**src/rtl/counter_run_ctrl_if.sv**
```systemverilog
`default_nettype none
// ============================================================================
// Module   : counter_run_ctrl_if
// Brief    : Requester-side bundle for counter_run_ctrl (requests, targets,
//            grants, completion, status).
// Revision : 1.0 - initial release
// ============================================================================
interface counter_run_ctrl_if #(
  parameter int WIDTH = 4
);
  logic             req0;
  logic             req1;
  logic [WIDTH-1:0] tgt0;
  logic [WIDTH-1:0] tgt1;
  logic             gnt0;
  logic             gnt1;
  logic             done0;
  logic             done1;
  logic [WIDTH-1:0] last_cnt;
  logic             busy;
  logic             wdog_err;

  modport master (
    output req0, req1, tgt0, tgt1,
    input  gnt0, gnt1, done0, done1, last_cnt, busy, wdog_err
  );

  modport slave (
    input  req0, req1, tgt0, tgt1,
    output gnt0, gnt1, done0, done1, last_cnt, busy, wdog_err
  );
endinterface
`default_nettype wire

```
**src/rtl/counter_run_ctrl.sv**
```systemverilog
`default_nettype none
// ============================================================================
// Module   : counter_run_ctrl
// Brief    : Round-robin run controller for the dual-edge counter: grant,
//            clear, enable to terminal count, report. Optional watchdog
//            enabled by defining CTRL_WDOG_EN.
// Revision : 1.0 - initial release
// ============================================================================
module counter_run_ctrl #(
  parameter int WIDTH    = 4,
  parameter int WDOG_CYC = 16
) (
  input  wire logic             clk,
  input  wire logic             rst,
  counter_run_ctrl_if.slave     rq,
  input  wire logic [WIDTH-1:0] cnt_val,
  output logic                  cnt_clr,
  output logic                  cnt_en
);

  typedef enum logic [1:0] {
    ST_IDLE  = 2'd0,
    ST_CLEAR = 2'd1,
    ST_RUN   = 2'd2,
    ST_DONE  = 2'd3
  } state_t;

  // Counter steps up to 2 per clk, so the all-ones value could be skipped over.
  localparam logic [WIDTH-1:0] c_tgt_max = {{(WIDTH-1){1'b1}}, 1'b0};

  state_t           r_state, w_state_nxt;
  logic             r_own, w_own_nxt;
  logic             r_last, w_last_nxt;
  logic [WIDTH-1:0] r_tgt_q, w_tgt_nxt;
  logic [WIDTH-1:0] r_last_cnt, w_last_cnt_nxt;
  logic             r_gnt0, r_gnt1, r_done0, r_done1, r_cnt_clr, r_busy, r_wdog_err;
  logic             w_wdog_nxt;
  logic             w_own_req, w_hit, w_sel, w_wdog_to;
  logic [WIDTH-1:0] w_tgt_raw;

  assign w_own_req = r_own ? rq.req1 : rq.req0;
  assign w_hit     = (cnt_val >= r_tgt_q);
  assign w_sel     = (rq.req0 & rq.req1) ? ~r_last : rq.req1;
  assign w_tgt_raw = w_sel ? rq.tgt1 : rq.tgt0;

`ifdef CTRL_WDOG_EN
  localparam int WDW = $clog2(WDOG_CYC + 1);
  logic [WDW-1:0] r_wdog_cnt;

  always_ff @(posedge clk or negedge rst) begin
    if (!rst) begin
      r_wdog_cnt <= '0;
    end else if (r_state != ST_RUN) begin
      r_wdog_cnt <= '0;
    end else begin
      r_wdog_cnt <= r_wdog_cnt + 1'b1;
    end
  end

  assign w_wdog_to = (r_state == ST_RUN) && (r_wdog_cnt == WDW'(WDOG_CYC - 1));
`else
  // Watchdog compiled out; the term is constant false for any legal limit.
  assign w_wdog_to = (WDOG_CYC < 0);
`endif

  always_comb begin
    w_state_nxt    = r_state;
    w_own_nxt      = r_own;
    w_last_nxt     = r_last;
    w_tgt_nxt      = r_tgt_q;
    w_last_cnt_nxt = r_last_cnt;
    w_wdog_nxt     = 1'b0;
    case (r_state)
      ST_IDLE: begin
        if (rq.req0 | rq.req1) begin
          w_state_nxt = ST_CLEAR;
          w_own_nxt   = w_sel;
          w_last_nxt  = w_sel;
          w_tgt_nxt   = (w_tgt_raw > c_tgt_max) ? c_tgt_max : w_tgt_raw;
        end
      end
      ST_CLEAR: w_state_nxt = w_own_req ? ST_RUN : ST_IDLE;
      ST_RUN: begin
        if (!w_own_req) begin
          w_state_nxt = ST_IDLE;
        end else if (w_hit) begin
          w_state_nxt    = ST_DONE;
          w_last_cnt_nxt = cnt_val;
        end else if (w_wdog_to) begin
          w_state_nxt = ST_IDLE;
          w_wdog_nxt  = 1'b1;
        end
      end
      default: w_state_nxt = ST_IDLE;
    endcase
  end

  always_ff @(posedge clk or negedge rst) begin
    if (!rst) begin
      r_state    <= ST_IDLE;
      r_own      <= 1'b0;
      r_last     <= 1'b1;
      r_tgt_q    <= '0;
      r_last_cnt <= '0;
      r_gnt0     <= 1'b0;
      r_gnt1     <= 1'b0;
      r_done0    <= 1'b0;
      r_done1    <= 1'b0;
      r_cnt_clr  <= 1'b0;
      r_busy     <= 1'b0;
      r_wdog_err <= 1'b0;
    end else begin
      r_state    <= w_state_nxt;
      r_own      <= w_own_nxt;
      r_last     <= w_last_nxt;
      r_tgt_q    <= w_tgt_nxt;
      r_last_cnt <= w_last_cnt_nxt;
      r_gnt0     <= (w_state_nxt != ST_IDLE) && !w_own_nxt;
      r_gnt1     <= (w_state_nxt != ST_IDLE) &&  w_own_nxt;
      r_done0    <= (w_state_nxt == ST_DONE) && !w_own_nxt;
      r_done1    <= (w_state_nxt == ST_DONE) &&  w_own_nxt;
      r_cnt_clr  <= (w_state_nxt == ST_CLEAR);
      r_busy     <= (w_state_nxt != ST_IDLE);
      r_wdog_err <= w_wdog_nxt;
    end
  end

  assign cnt_en      = (r_state == ST_RUN) && !w_hit;
  assign cnt_clr     = r_cnt_clr;
  assign rq.gnt0     = r_gnt0;
  assign rq.gnt1     = r_gnt1;
  assign rq.done0    = r_done0;
  assign rq.done1    = r_done1;
  assign rq.last_cnt = r_last_cnt;
  assign rq.busy     = r_busy;
  assign rq.wdog_err = r_wdog_err;

endmodule
`default_nettype wire

```
**src/flat_wrapper.sv**
```systemverilog
// flat-port wrapper written by rule: the top's interface ports become plain ports
module counter_run_ctrl_flat 
#(
  parameter int WIDTH    = 4,
  parameter int WDOG_CYC = 16
)
  (clk, rst, cnt_val, cnt_clr, cnt_en, rq_req0, rq_req1, rq_tgt0, rq_tgt1, rq_gnt0, rq_gnt1, rq_done0, rq_done1, rq_last_cnt, rq_busy, rq_wdog_err);
  counter_run_ctrl_if #(.WIDTH(WIDTH)) rq_i ();
  input  wire logic clk;
  input  wire logic rst;
  input  wire logic [WIDTH-1:0] cnt_val;
  output logic cnt_clr;
  output logic cnt_en;
  input wire logic [$bits(rq_i.req0)-1:0] rq_req0;
  input wire logic [$bits(rq_i.req1)-1:0] rq_req1;
  input wire logic [$bits(rq_i.tgt0)-1:0] rq_tgt0;
  input wire logic [$bits(rq_i.tgt1)-1:0] rq_tgt1;
  output wire logic [$bits(rq_i.gnt0)-1:0] rq_gnt0;
  output wire logic [$bits(rq_i.gnt1)-1:0] rq_gnt1;
  output wire logic [$bits(rq_i.done0)-1:0] rq_done0;
  output wire logic [$bits(rq_i.done1)-1:0] rq_done1;
  output wire logic [$bits(rq_i.last_cnt)-1:0] rq_last_cnt;
  output wire logic [$bits(rq_i.busy)-1:0] rq_busy;
  output wire logic [$bits(rq_i.wdog_err)-1:0] rq_wdog_err;
  assign rq_i.req0 = rq_req0;
  assign rq_i.req1 = rq_req1;
  assign rq_i.tgt0 = rq_tgt0;
  assign rq_i.tgt1 = rq_tgt1;
  assign rq_gnt0 = rq_i.gnt0;
  assign rq_gnt1 = rq_i.gnt1;
  assign rq_done0 = rq_i.done0;
  assign rq_done1 = rq_i.done1;
  assign rq_last_cnt = rq_i.last_cnt;
  assign rq_busy = rq_i.busy;
  assign rq_wdog_err = rq_i.wdog_err;
  counter_run_ctrl #(.WIDTH(WIDTH), .WDOG_CYC(WDOG_CYC)) u_core (.clk(clk), .rst(rst), .rq(rq_i), .cnt_val(cnt_val), .cnt_clr(cnt_clr), .cnt_en(cnt_en));
endmodule
```
**config.mk**
```make
export PLATFORM = sky130hd
export DESIGN_NAME = counter_run_ctrl_flat
export DESIGN_NICKNAME = d
export VERILOG_FILES = /design/src/rtl/counter_run_ctrl_if.sv /design/src/rtl/counter_run_ctrl.sv /design/src/flat_wrapper.sv
export SDC_FILE = /design/constraint.sdc
export NUM_CORES = 1
export LEC_CHECK = 0
export ABC_AREA = 0
export CAP_MARGIN = 20
export CORE_MARGIN = 2
export CORE_UTILIZATION = 40
export CTS_BUF_LIST = sky130_fd_sc_hd__clkbuf_4 sky130_fd_sc_hd__clkbuf_8 sky130_fd_sc_hd__clkbuf_16
export CTS_CLUSTER_DIAMETER = 80
export CTS_CLUSTER_SIZE = 28
export DETAILED_ROUTE_END_ITERATION = 8
export PLACE_DENSITY = 0.8
export SLEW_MARGIN = 20
export SYNTH_ARGS = -nofsm -noshare
export SYNTH_HDL_FRONTEND = slang
export SYNTH_SLANG_ARGS = --single-unit
```
**constraint.sdc**
```tcl
create_clock -name clk -period 2 [get_ports clk]
set_input_delay 0.6 -clock clk [delete_from_list [all_inputs] [get_ports clk]]
set_output_delay 0.6 -clock clk [all_outputs]
set_load 0.01 [all_outputs]
```
==> impl_metrics.tcl, run 1 <==
set metrics [dict create \
    status "finished with violations" \
    violations "setup timing" \
    rsz0062_at_grt "yes" \
    final_nets 144 \
    die_h_um 50.2 \
    viasPerCell 4.75 \
    highest_layer "met4" \
    synth.distinct_cells 27 \
    skew_ns 0.00272 \
    place_area_um2 1280 \
    worst_skew_pair.late_latency_ns 0.29 \
    syn_avg_cell_area_um2 11.1 \
    synth_top_family_by_area "compound AO/OA/AOI/OAI gates" \
    dp_cells 144 \
    netlist_top_cells_area "dfrtp_1, ha_1, mux2_2, mux2i_1, nor2_1" \
    diodes 0 \
    clk_pin_slew_ns 0.10 \
    routabilityCongestion 0.727 \
    grt_use_total_pct 16.0 \
    ir_worst_vdd_uv 642 \
    postLayoutCellArea_um2 1360 \
    drt_iter0_drc 6 \
    synth_seq_cells 18 \
    cpPeakStageDelay_ns 0.27 \
    grt-ovfl-total 0 \
    pin_count 28 \
    die_w_um 50.2 \
    dieArea_um2 2520 \
    wl_met1_um 759 \
    htree_levels 1 \
    wirelength_mm 1.80 \
    synth.yosys.seq_area_share_pct 52.9 \
    arrival_ns 1.56 \
    root_buffer "clkbuf_4" \
    cts_tree "built" \
    fp-row-count 16 \
    place_hpwl_mm 1.37 \
    crit_chain "clkdlybuf4s15_2 > inv_1 > ha_1 > o21ai_2 > a21oi_2 > nor2_1 > buf_2" \
    fin_ws_ns -0.163 \
    synth_top_cell_by_area "dfrtp_1" \
    synthSimpleGateAreaFrac_pct 12.9 \
    period_minus_slack_ns 2.16 \
    worst-setup-path-type "input pin to primary output" \
    setup_viol 4 \
    cts_buffers 3 \
    yosys_warnings 0 \
    core_area_um2 1980 \
    synth_compound_area_share_pct 13.6 \
    fin_cells 150 \
    fin_crit_sh_pct 108 \
    critical-path-top-delay-family "buffers and inverters" \
    critPathLaunchType "input pin" \
    power_leakage_nw 0.620 \
    critPathMaxFanout 2 \
    routed-via-count 712 \
    endpoint_kind "primary output" \
    maxSlewViolCount 0 \
    drive_gt1_share_pct 35.0 \
    synth_xor_area_share_pct 0 \
    drc 0 \
    crit_buf_inv 3 \
    fmax_mhz 462 \
    portBuffers 26 \
    cts_buffer_depth 2 \
    synth_fa_ha_area_share_pct 5.86 \
    met3_length_um 89 \
    detail-route-antenna-nets 0 \
    grt_first_pass_wirelength_mm 2.97 \
    critPathSlowestCell "ha_1" \
    fin_hold_ws_ns 0.519 \
    avgRoutedWirePerCell_um 12.0 \
    min_path_type "register to register" \
    synth_top_area_share_pct 49.8 \
    antenna_found_initial 0 \
    dr_wl_met2_um 911 \
    grt_max_degree 19 \
    firstDrtPassIters 4 \
    muxShareOfSynthArea_pct 10.4 \
    required_ns 1.40 \
    maxCapViolations 0 \
    hold_violations 0 \
    place_ws_ns -0.932 \
    grt_pass1_vias 717 \
    area_delta_synth_final_pct 59.3 \
    cts.sink_count 18 \
    power.density_nw_per_um2 1350 \
    start_util_pct 43.1 \
    synth.cell_area_um2 855 \
    syn_nets 97 \
    synthCells 77 \
]
==> cell type report <==
type / instances / area (um^2)
fillers: 153 / 621
clock buffers: 4 / 36.3
flip-flops and latches: 18 / 452
well taps: 27 / 33.8
multi-input cells: 51 / 424
repair buffers: 44 / 393
inverters: 6 / 22.5
==> power by group <==
part	switching, mW	leakage, nW	internal (mW)
clock network	0.109	0.0210	0.111
registers	0.0999	0.219	0.530
logic	0.411	0.380	0.575
total	0.620	0.620	1.22
==> path summary, 6_finish.rpt <==
path	startpoint	end	slack (ns)	cells past startpoint
setup reg to reg	u_core.r_tgt_q[3]	u_core.rq.last_cnt[0]	0.02	8
min in group asynchronous	rst	u_core.rq.last_cnt[3]	0.63	2
max in group asynchronous	rst	u_core.r_last	1.12	2
setup / recovery	cnt_val[0]	cnt_en	-0.16	7
hold reg to reg	u_core.r_last	u_core.r_last	0.52	2
hold / removal	u_core.r_last	u_core.r_last	0.52	2
==> flip-flops by register name, indices dropped and copies added, names as in the netlist <==
register	cells
u_core.cnt_clr	1
u_core.r_last	1
u_core.r_own	1
u_core.r_state	2
u_core.r_tgt_q	4
u_core.rq.busy	1
u_core.rq.done0	1
u_core.rq.done1	1
u_core.rq.gnt0	1
u_core.rq.gnt1	1
u_core.rq.last_cnt	4
==> layer usage <==
metal | up-vias | GRT usage [%]
met5 | - | 0
met4 | 0 | 11.1
met3 | 4 | 2.38
met2 | 27 | 28.1
met1 | 327 | 17.5
li1 | 354 | -
==> cells in the final DEF, fill, tap and decap left out, types with 2 or more instances in the layout <==
cell and n:
clkbuf_4 3, inv_1 4, nor2b_1 2, clkdlybuf4s50_1 21, o21a_1 2, o21ai_0 2
nand2b_1 2, ha_1 2, buf_4 17, buf_2 3, nand3_1 3, nand2_1 4
ha_4 2, nor2_1 7, dfrtp_1 17, mux2_4 4, a21oi_1 4, mux2i_1 3
inv_2 2
==> cell families after synthesis <==
family / after synthesis
simple gates: 23
flops: 18
compound gates: 15
buf+inv: 8
mux: 8
fa+ha+maj: 4
other cells: 1
==> tightest hold or removal path, delay by kind of cell (launching register included) <==
| kind | cells | cell delay [ns] |
|---|---|---|
| AOI/OAI and AO/OA | 1 | 0.08 |
| and+or+nand+nor | 1 | 0.05 |
| DFF | 1 | 0.39 |
==> metrics by stage <==
stage                     power [mW]  util, %  setup TNS (ns)
after floorplan                 1.06        -               0
after global routing            1.98     68.7          -0.535
after CTS                       1.84     67.9          -0.183
final                           1.84     68.7          -0.189
after global placement          1.50     64.5           -4.07
after detailed placement        1.55     64.5           -4.52
==> synth_stat cells <==
library cell and number:
nor3_1 1, buf_4 1, mux2_2 4, or2_2 1, nand2_1 4, o21ai_0 3
a2111oi_4 1, dfstp_2 1, and2_1 1, ha_1 4, conb_1 1, a31oi_1 1
mux2i_2 1, mux2i_1 3, a22o_1 1, clkbuf_1 1, o211ai_1 1, dfrtp_1 17
nor2b_1 2, nand3b_1 1, nand3_1 3, nor2_1 8, o21a_1 2, a21boi_2 1
nand2b_1 2, inv_1 6, a21oi_1 5
==> repair_timing <==
item | 4_1_cts | 5_1_grt
buffers inserted | 2 | 2
hold buffers | 0 | 0
endpoints found under the setup margin | 8 | 5
gates resized for setup | 21 | 5
pin swaps | 11 | 6
(Power assumes the default switching activity.)
==> run 2, diff against run 1 <==
--- a/config.mk
+++ b/config.mk
@@ -14,7 +14,6 @@
 export CTS_CLUSTER_SIZE = 28
 export DETAILED_ROUTE_END_ITERATION = 8
 export PLACE_DENSITY = 0.8
-export SLEW_MARGIN = 20
 export SYNTH_ARGS = -nofsm -noshare
 export SYNTH_HDL_FRONTEND = slang
 export SYNTH_SLANG_ARGS = --single-unit
==> results of run 2 <==
Same layout as run 1: the final DEF is identical, and so are final timing and power.
==> run 3, diff against run 2 <==
--- a/config.mk
+++ b/config.mk
@@ -13,7 +13,8 @@
 export CTS_CLUSTER_DIAMETER = 80
 export CTS_CLUSTER_SIZE = 28
 export DETAILED_ROUTE_END_ITERATION = 8
-export PLACE_DENSITY = 0.8
+export HOLD_SLACK_MARGIN = 0.1
+export PLACE_DENSITY = 0.74
 export SYNTH_ARGS = -nofsm -noshare
 export SYNTH_HDL_FRONTEND = slang
 export SYNTH_SLANG_ARGS = --single-unit
==> constraint.sdc (replaced) <==
create_clock -name clk -period 2 [get_ports clk]
set_input_delay 0.6 -clock clk [delete_from_list [all_inputs] [get_ports clk]]
set_output_delay 0.6 -clock clk [all_outputs]
set_load 0.05 [all_outputs]
==> run 3 against run 2 <==
The flow still finishes with violations (setup timing). Clock power rose by 2%. Worst setup slack improved by 0.0019 ns. Global-route usage is 0.33 points higher. Clock-buffer cell count unchanged. Highest routed layer unchanged.
==> impl_metrics.tcl, run 3 (synthesis gave the netlist of run 1 again) <==
set metrics [dict create \
    min_path_type "register to register" \
    drc 0 \
    cts_buffers 3 \
    fin_ws_ns -0.161 \
    setup_viol 1 \
    die_h_um 50.2 \
    maxSlewViolCount 0 \
    portBuffers 26 \
    maxCapViolations 0 \
    place_ws_ns -0.619 \
    grt_max_degree 19 \
    fin_hold_ws_ns 0.507 \
    core_area_um2 1980 \
    seq_area_um2 452 \
    pin_count 28 \
    area_delta_synth_final_pct 55.3 \
    period_minus_slack_ns 2.16 \
    cpPeakStageDelay_ns 0.41 \
    n_fill_cell 154 \
    drt_iter0_drc 1 \
    firstDrtPassIters 4 \
    detail-route-antenna-nets 0 \
    fin_cells 144 \
    seqPwrFrac_pct 30.9 \
    tns_ns -0.161 \
    wirelength_mm 1.73 \
    dp_cells 138 \
    intPower_mw 1.15 \
    htree_levels 1 \
    avgRoutedWirePerCell_um 12.0 \
    grt_pass1_vias 741 \
    routed-via-count 699 \
    cts_tree "built" \
    critPathMaxFanout 2 \
    power.density_nw_per_um2 1550 \
    die_w_um 50.2 \
    cts.sink_count 18 \
    critPathSlowestCell "dfrtp_1" \
    place_area_um2 1240 \
    grt-ovfl-total 0 \
    place_hpwl_mm 1.37 \
    skew_ns 0.000722 \
    required_ns 1.40 \
    final_util_pct 67.0 \
    critPathLaunchType "register" \
    final_nets 138 \
    switching_share_pct 44.2 \
    grt_use_total_pct 16.3 \
    mostFrequentLayoutCells "buf_4, dfrtp_1, clkdlybuf4s50_1" \
    antenna_found_initial 0 \
    finalPower_mw 2.05 \
    viasPerCell 4.85 \
    start_util_pct 43.1 \
    multi_input_area_um2 458 \
    fin_crit_sh_pct 108 \
    p_comb_share_pct 58.2 \
    dieArea_um2 2520 \
    arrival_ns 1.56 \
    root_buffer "clkbuf_4" \
    cts_buffer_depth 2 \
    rsz0062_at_grt "yes" \
    crit_top_cell "nor2_4" \
    postLayoutCellArea_um2 1330 \
    worst_skew_pair.late_latency_ns 0.29 \
    power_switching_uw 907 \
    clock_power_share_pct 10.9 \
    ir_worst_vdd_uv 750 \
    status "finished with violations" \
    routabilityCongestion 0.742 \
    diodes 0 \
    layout_commonest_cell "buf_4" \
    crit_chain "inv_2 > ha_4 > o21a_1 > nor2_4 > a21oi_2 > nor2_4 > buf_12" \
    grt_first_pass_wirelength_mm 3.04 \
    fp-row-count 16 \
    violations "setup timing" \
    power_leakage_nw 0.598 \
    worst-setup-path-type "register to primary output" \
    drive_gt1_share_pct 42.7 \
    clk_pin_slew_ns 0.10 \
    endpoint_kind "primary output" \
    hold_violations 0 \
    fmax_mhz 463 \
]
[run 3: cell types whose count changed in the layout (fill, tap and decap cells not counted), sizes merged]
| cell | delta |
|---|---|
| clkdlybuf4s15 | +1 |
| clkdlybuf4s50 | -10 |
| buf | +4 |
| dlygate4sd2 | -1 |
[run 3: critical path: cells and delay by family (launching register included)]
family          cells  cell delay, ns
buf+inv             2            0.21
compound gates      2            0.25
simple gates        2            0.20
fa+ha+maj           1            0.18
flops               1            0.41
[run 3: power groups by stage]
stage                     clock [mW]  sequential, mW  combinational [mW]
final                          0.224           0.634                1.19
after CTS                      0.230           0.634                1.20
after floorplan                    0           0.884               0.492
after global routing           0.255           0.657                1.29
after global placement             0           0.619                1.09
after detailed placement           0           0.633                1.12
[run 3: repair_timing]
action	in CTS	in global routing
endpoints found under the setup margin	7	5
gates resized for setup	20	0
pin swaps	9	2
hold buffers	0	0
buffers inserted	2	0
[run 3: layer usage]
layer  GRT usage [%]  vias up  wire length, um
li1                -      340                -
met4            9.72        0               45
met5               0        -                0
met2            30.7       25              912
met3            3.57        5              100
met1            16.0      329              668
[run 3: layout make-up]
class / instances / share of cell area (%)
clock buffer: 4 / 2.73
inverter: 6 / 1.70
multi-input combinational: 51 / 34.5
sequential: 18 / 34.0
timing repair buffer: 38 / 24.5
tap: 27 / 2.54
[run 3: worst paths after layout]
kind,startpoint,cells past startpoint,endpoint,slack (ns)
max,u_core.r_tgt_q[2],7,cnt_en,-0.16
min reg2reg,u_core.r_last,2,u_core.r_last,0.51
min,u_core.r_last,2,u_core.r_last,0.51
max reg2reg,u_core.r_tgt_q[3],8,u_core.rq.last_cnt[1],0.11
min in group asynchronous,rst,2,u_core.rq.last_cnt[1],0.63
max in group asynchronous,rst,2,u_core.r_last,1.12
